--- config.mk ---
export PLATFORM = sky130hd
export DESIGN_NAME = alu_issue_stage
export DESIGN_NICKNAME = d
export VERILOG_FILES = /design/src/rtl/alu_issue_stage.sv
export SDC_FILE = /design/constraint.sdc
export NUM_CORES = 1
export LEC_CHECK = 0
export CORE_ASPECT_RATIO = 1.4
export CORE_MARGIN = 10
export CORE_UTILIZATION = 25
export CTS_CLUSTER_DIAMETER = 50
export DETAILED_ROUTE_END_ITERATION = 6
export HOLD_SLACK_MARGIN = 0.08
export PLACE_DENSITY = 0.59
export SLEW_MARGIN = 20
export SYNTH_ARGS = -nofsm -noshare
export SYNTH_HDL_FRONTEND = slang
export SYNTH_SLANG_ARGS = --single-unit
--- constraint.sdc ---
create_clock -name clk -period 2 [get_ports clk]
set_clock_uncertainty 0.2 [all_clocks]
set_input_delay 0.2 -clock clk [delete_from_list [all_inputs] [get_ports clk]]
set_output_delay 0.2 -clock clk [all_outputs]
set_load 0.01 [all_outputs]
--- src/rtl/alu_issue_stage.sv ---
// ID/EX pipeline register feeding the ALU: captures decoded operands and controls, then
// applies MEM/WB forwarding and raises a one-cycle bubble on load-use hazards.
module alu_issue_stage #(
    parameter int LEN    = 32,
    parameter int REG_AW = 5
) (
    input  logic              clk,
    input  logic              rst,
    input  logic              stall,
    input  logic              flush,
    input  logic              id_valid,
    input  logic [REG_AW-1:0] id_rs1_addr,
    input  logic [REG_AW-1:0] id_rs2_addr,
    input  logic [REG_AW-1:0] id_rd_addr,
    input  logic [LEN-1:0]    id_rs1_data,
    input  logic [LEN-1:0]    id_rs2_data,
    input  logic [LEN-1:0]    id_imm,
    input  logic [LEN-1:0]    id_pc,
    input  logic [2:0]        id_alu_ctrl,
    input  logic              id_srca_pc,
    input  logic              id_srcb_imm,
    input  logic              id_reg_write,
    input  logic              id_mem_read,
    input  logic              mem_reg_write,
    input  logic [REG_AW-1:0] mem_rd_addr,
    input  logic [LEN-1:0]    mem_result,
    input  logic              wb_reg_write,
    input  logic [REG_AW-1:0] wb_rd_addr,
    input  logic [LEN-1:0]    wb_result,
    output logic              load_use_stall,
    output logic              ex_valid,
    output logic [LEN-1:0]    aluop1,
    output logic [LEN-1:0]    aluop2,
    output logic [2:0]        alu_ctrl,
    output logic [LEN-1:0]    ex_store_data,
    output logic [REG_AW-1:0] ex_rd_addr,
    output logic              ex_reg_write,
    output logic              ex_mem_read
);

    logic [REG_AW-1:0] rs1_addr_q;
    logic [REG_AW-1:0] rs2_addr_q;
    logic [LEN-1:0]    rs1_data_q;
    logic [LEN-1:0]    rs2_data_q;
    logic [LEN-1:0]    imm_q;
    logic [LEN-1:0]    pc_q;
    logic              srca_pc_q;
    logic              srcb_imm_q;
    logic [LEN-1:0]    fwd_1;
    logic [LEN-1:0]    fwd_2;

    // Slot semantics: ex_valid marks a real instruction in EX; a slot with ex_valid=0 is a
    // bubble and its write/read controls are forced low so it has no architectural effect.
    // A PC-sourced operand 1 does not read rs1, so it cannot create a hazard on rs1.
    always_comb begin
        load_use_stall = ex_valid && ex_mem_read && (ex_rd_addr != '0) && id_valid &&
                         (((ex_rd_addr == id_rs1_addr) && !id_srca_pc) ||
                          (ex_rd_addr == id_rs2_addr));
    end

    always_ff @(posedge clk) begin
        if (rst || flush || (!stall && load_use_stall)) begin
            ex_valid     <= 1'b0;
            ex_reg_write <= 1'b0;
            ex_mem_read  <= 1'b0;
            alu_ctrl     <= 3'b000;
            ex_rd_addr   <= '0;
            rs1_addr_q   <= '0;
            rs2_addr_q   <= '0;
            rs1_data_q   <= '0;
            rs2_data_q   <= '0;
            imm_q        <= '0;
            pc_q         <= '0;
            srca_pc_q    <= 1'b0;
            srcb_imm_q   <= 1'b0;
        end else if (!stall) begin
            ex_valid     <= id_valid;
            ex_reg_write <= id_reg_write & id_valid;
            ex_mem_read  <= id_mem_read & id_valid;
            alu_ctrl     <= id_alu_ctrl;
            ex_rd_addr   <= id_rd_addr;
            rs1_addr_q   <= id_rs1_addr;
            rs2_addr_q   <= id_rs2_addr;
            rs1_data_q   <= id_rs1_data;
            rs2_data_q   <= id_rs2_data;
            imm_q        <= id_imm;
            pc_q         <= id_pc;
            srca_pc_q    <= id_srca_pc;
            srcb_imm_q   <= id_srcb_imm;
        end
    end

    // MEM is younger than WB, so it wins; x0 is hardwired and never forwarded.
    always_comb begin
        fwd_1 = rs1_data_q;
        if (mem_reg_write && (mem_rd_addr == rs1_addr_q) && (rs1_addr_q != '0))
            fwd_1 = mem_result;
        else if (wb_reg_write && (wb_rd_addr == rs1_addr_q) && (rs1_addr_q != '0))
            fwd_1 = wb_result;

        fwd_2 = rs2_data_q;
        if (mem_reg_write && (mem_rd_addr == rs2_addr_q) && (rs2_addr_q != '0))
            fwd_2 = mem_result;
        else if (wb_reg_write && (wb_rd_addr == rs2_addr_q) && (rs2_addr_q != '0))
            fwd_2 = wb_result;
    end

    always_comb begin
        aluop1        = srca_pc_q ? pc_q : fwd_1;
        aluop2        = srcb_imm_q ? imm_q : fwd_2;
        ex_store_data = fwd_2;
    end

endmodule
==> flow_summary.yaml <==
outcome:
  status: "finished, violations left"
  failed_checks: "negative setup slack"
global_route:
  grt.overflow.total: 0
  antenna_found_initial: 5
  grt_usage: 0.2015
  grt_pass1_vias: 8342
  grt_pass1_wl_um: 55050
  grt_max_degree: 64
power:
  p_leak_nw: 5.661
  p_per_area_mw_per_mm2: 585.6
  intPower_w: 0.006407
  switching_share: 0.2594
  clockPowerShare: 0.425
  seq_power_share: 0.368
  pwr-share-comb: 0.207
  p_switching_w: 0.002244
  vdd_drop_max_mv: 0.4738
synthesis:
  syn_area_per_cell_um2: 9.640
  synth.net_count: 985
  async_flop_share: 0
  synth_compound_area_frac: 0.3013
  yosys.area_share.xor_xnor: 0.03374
  yosys_warnings: 0
  synthCells: 754
  synth_top_family_by_area: "compound AO/OA/AOI/OAI gates"
  ys_ff_latch: 151
  seq_area_frac_synth: 0.4159
  synth_edf_count: 0
  synth_fa_ha_area_frac: 0
  synth.area.mux_share: 0.08814
  ys.flop_type: "dfxtp_1"
  synthSimpleGateAreaFrac: 0.08693
  synth_area_mm2: 0.007268
  yosysUniqueCellTypes: 26
timing:
  final_hold_viol_count: 0
  timing.slew.headroom: 0.7625
  maxSlewViolCount: 0
  setup_violations: 247
  max_freq_mhz: 340.1
  fin_crit_sh: 1.470
  period_minus_slack_ns: 2.941
  fin_setup_tns_ns: -99.15
  worst_pin_slew_ns: 0.3536
  fin_ws_ns: -0.9407
  rsz0062_at_grt: "yes"
  whs_ns: 0.1629
placed_design:
  pre_cts_ws_ns: -1.129
  port_buffers: 338
  place.gp.congestion: 0.8615
  hpwl_um: 27250
critical_path:
  required_ns: 1.60
  endpoint: "aluop2[8]"
  crit_start: "rs2_addr_q[0]"
  endpoint_kind: "output pin"
  r2r_cells: 11
  crit_type: "flop to output pin"
  crit_fanout: 7
  crit_path_start_kind: "flop"
  r2r_slack_ns: -0.20
  arrival_ns: 2.54
  regToRegStartpoint: "ex_rd_addr[1]"
  timing.rr.end: "rs1_data_q[15]"
detailed_routing:
  dr.pass1.iters: 5
  drtIter0Drc: 435
  vias: 7910
  drt_wl_total_um: 39320
  ant_nets: 0
  vias_per_cell: 5.013
  post_drt_wl_per_cell_um: 24.92
  route.detailed.drc: 0
floorplan:
  ioPinCount: 339
  die_height_um: 221.7
  initial_core_util: 0.2542
  row_count: 73
  die_w_um: 164.1
  dieArea_mm2: 0.03639
  coreArea_mm2: 0.02859
cts:
  root_buffer: "clkbuf_16"
  cts_num_sinks: 151
  clk_latency_ns: 0.43
  cts_tree: "built"
  clk_pin_slew_ns: 0.07
  numCtsBuffers: 17
  htree_levels: 4
  hold_buffers: 0
  clock_path_buffers: 2
layout:
  final_core_util: 0.5167
  area_delta_synth_final_pct: 103.2
  final_nets: 1417
  drive_above_1_share: 0.3920
hold_path:
  min-delay-start: "id_rs2_data[13]"
  hold_class: "primary input to flop"
job:
  drv_cap: 0
layer usage:
| layer | routed length [um] | vias up | GRT usage |
|---|---|---|---|
| li1 | - | 3725 | - |
| met1 | 15420 | 3832 | 0.2330 |
| met2 | 20310 | 312 | 0.3518 |
| met3 | 2876 | 39 | 0.05407 |
| met4 | 697 | 2 | 0.05877 |
| met5 | 7 | - | 0 |
cells in the mapped netlist, types with 2 or more instances:
cell      number  area (um2)
clkbuf_1      42       157.7
xnor2_1       25       219.0
buf_2         28       140.1
inv_1         64       240.2
dfxtp_1      151        3023
nor3_1        33       165.2
a221oi_2      13       195.2
a32o_1         2       20.02
mux2i_1       64       640.6
a22o_1       149        1305
or4_1          3       22.52
nand4_1        3       18.77
xor2_1         3       26.28
nand3_1        4       20.02
a21oi_1       33       165.2
nor2_1        37       138.9
a221oi_1      51       446.7
nand2_1        8       30.03
nor2b_1       34       212.7
logic make-up (layout without fill, tap and decap cells):
group,after synthesis,in the layout
XOR/XNOR,28,28
other,0,4
AO/OA/AOI/OAI,252,252
AND/OR/NAND/NOR,125,125
buffers and inverters,134,579
multiplexers,64,64
flip-flops,151,151
final cells by class:
type                    instances  area, um2
fillers                      2603      13820
multi-input cells             469       5350
repair buffers                483       4980
flip-flops and latches        151       3057
clock buffers                  20      478.0
well taps                     375      469.2
inverters                      64      240.2
clock inverters                12      187.7
diodes                          4      10.01
power by group through the flow:
stage	Clock [W]	Combinational, W	Sequential [W]
floorplan	0	0.000634	0.00323
detailed placement	0	0.00163	0.00324
CTS	0.00376	0.00177	0.00318
finish	0.00367	0.00179	0.00319
global placement	0	0.00162	0.00324
global route	0.00387	0.00189	0.00319
worst max-delay path, cell delays in order (launching register included):
cell      delay, ns
dfxtp_2        0.32
or4_4          0.54
buf_6          0.14
nand2_4        0.05
a211oi_4       0.07
buf_12         0.16
buf_16         0.16
mux2i_4        0.21
a221oi_4       0.26
buf_2          0.17
cell usage in the layout (no fill, tap or decap), types with 9 or more instances in the layout:
master / synthesis / routed
xnor2_1: 25 / 13
buf_4: 0 / 76
clkdlybuf4s50_1: 0 / 241
xnor2_2: 0 / 12
buf_2: 28 / 74
a22o_1: 149 / 149
mux2i_4: 0 / 40
buf_12: 0 / 32
dfxtp_1: 151 / 136
mux2i_2: 0 / 22
clkbuf_16: 0 / 25
buf_16: 0 / 12
inv_1: 64 / 64
a21oi_2: 0 / 26
nor2_1: 37 / 35
nor2b_1: 34 / 32
buf_6: 0 / 36
nor3_1: 33 / 33
a221oi_2: 13 / 24
a221oi_4: 0 / 40
dfxtp_2: 0 / 9
how the worst min path moves through the flow:
stage	slack, ns	endpoint	cells past startpoint
2_1_floorplan	0.13	imm_q[0]	1
3_3_place_gp	0.25	ex_reg_write	1
4_1_cts	0.14	ex_rd_addr[0]	2
3_5_place_dp	0.26	imm_q[15]	1
5_1_grt	0.16	imm_q[3]	2
6_report	0.16	rs2_data_q[13]	2
stage by stage:
step           cell area [um2]  cells  power (W)
2_1_floorplan             8238    754   0.003859
3_3_place_gp             12720   1493   0.004855
3_5_place_dp             12720   1493   0.004867
4_1_cts                  14420   1562   0.008709
5_1_grt                  14770   1578   0.008955
6_report                 14770   1578   0.008650
repair_timing:
item                       in CTS  in global routing
gates cloned                   17                 11
resized for setup             585                 62
setup buffers                  20                 14
setup endpoints to repair     248                250
pin swaps                     144                 86
state kept, by name, summed over array words and instances (netlist names):
register,count
alu_ctrl,3
ex_mem_read,1
ex_rd_addr,5
ex_reg_write,1
ex_valid,1
imm_q,32
pc_q,32
rs1_addr_q,5
rs1_data_q,32
rs2_addr_q,5
rs2_data_q,32
srca_pc_q,1
srcb_imm_q,1
No activity file was read; power rests on OpenSTA's default activity.
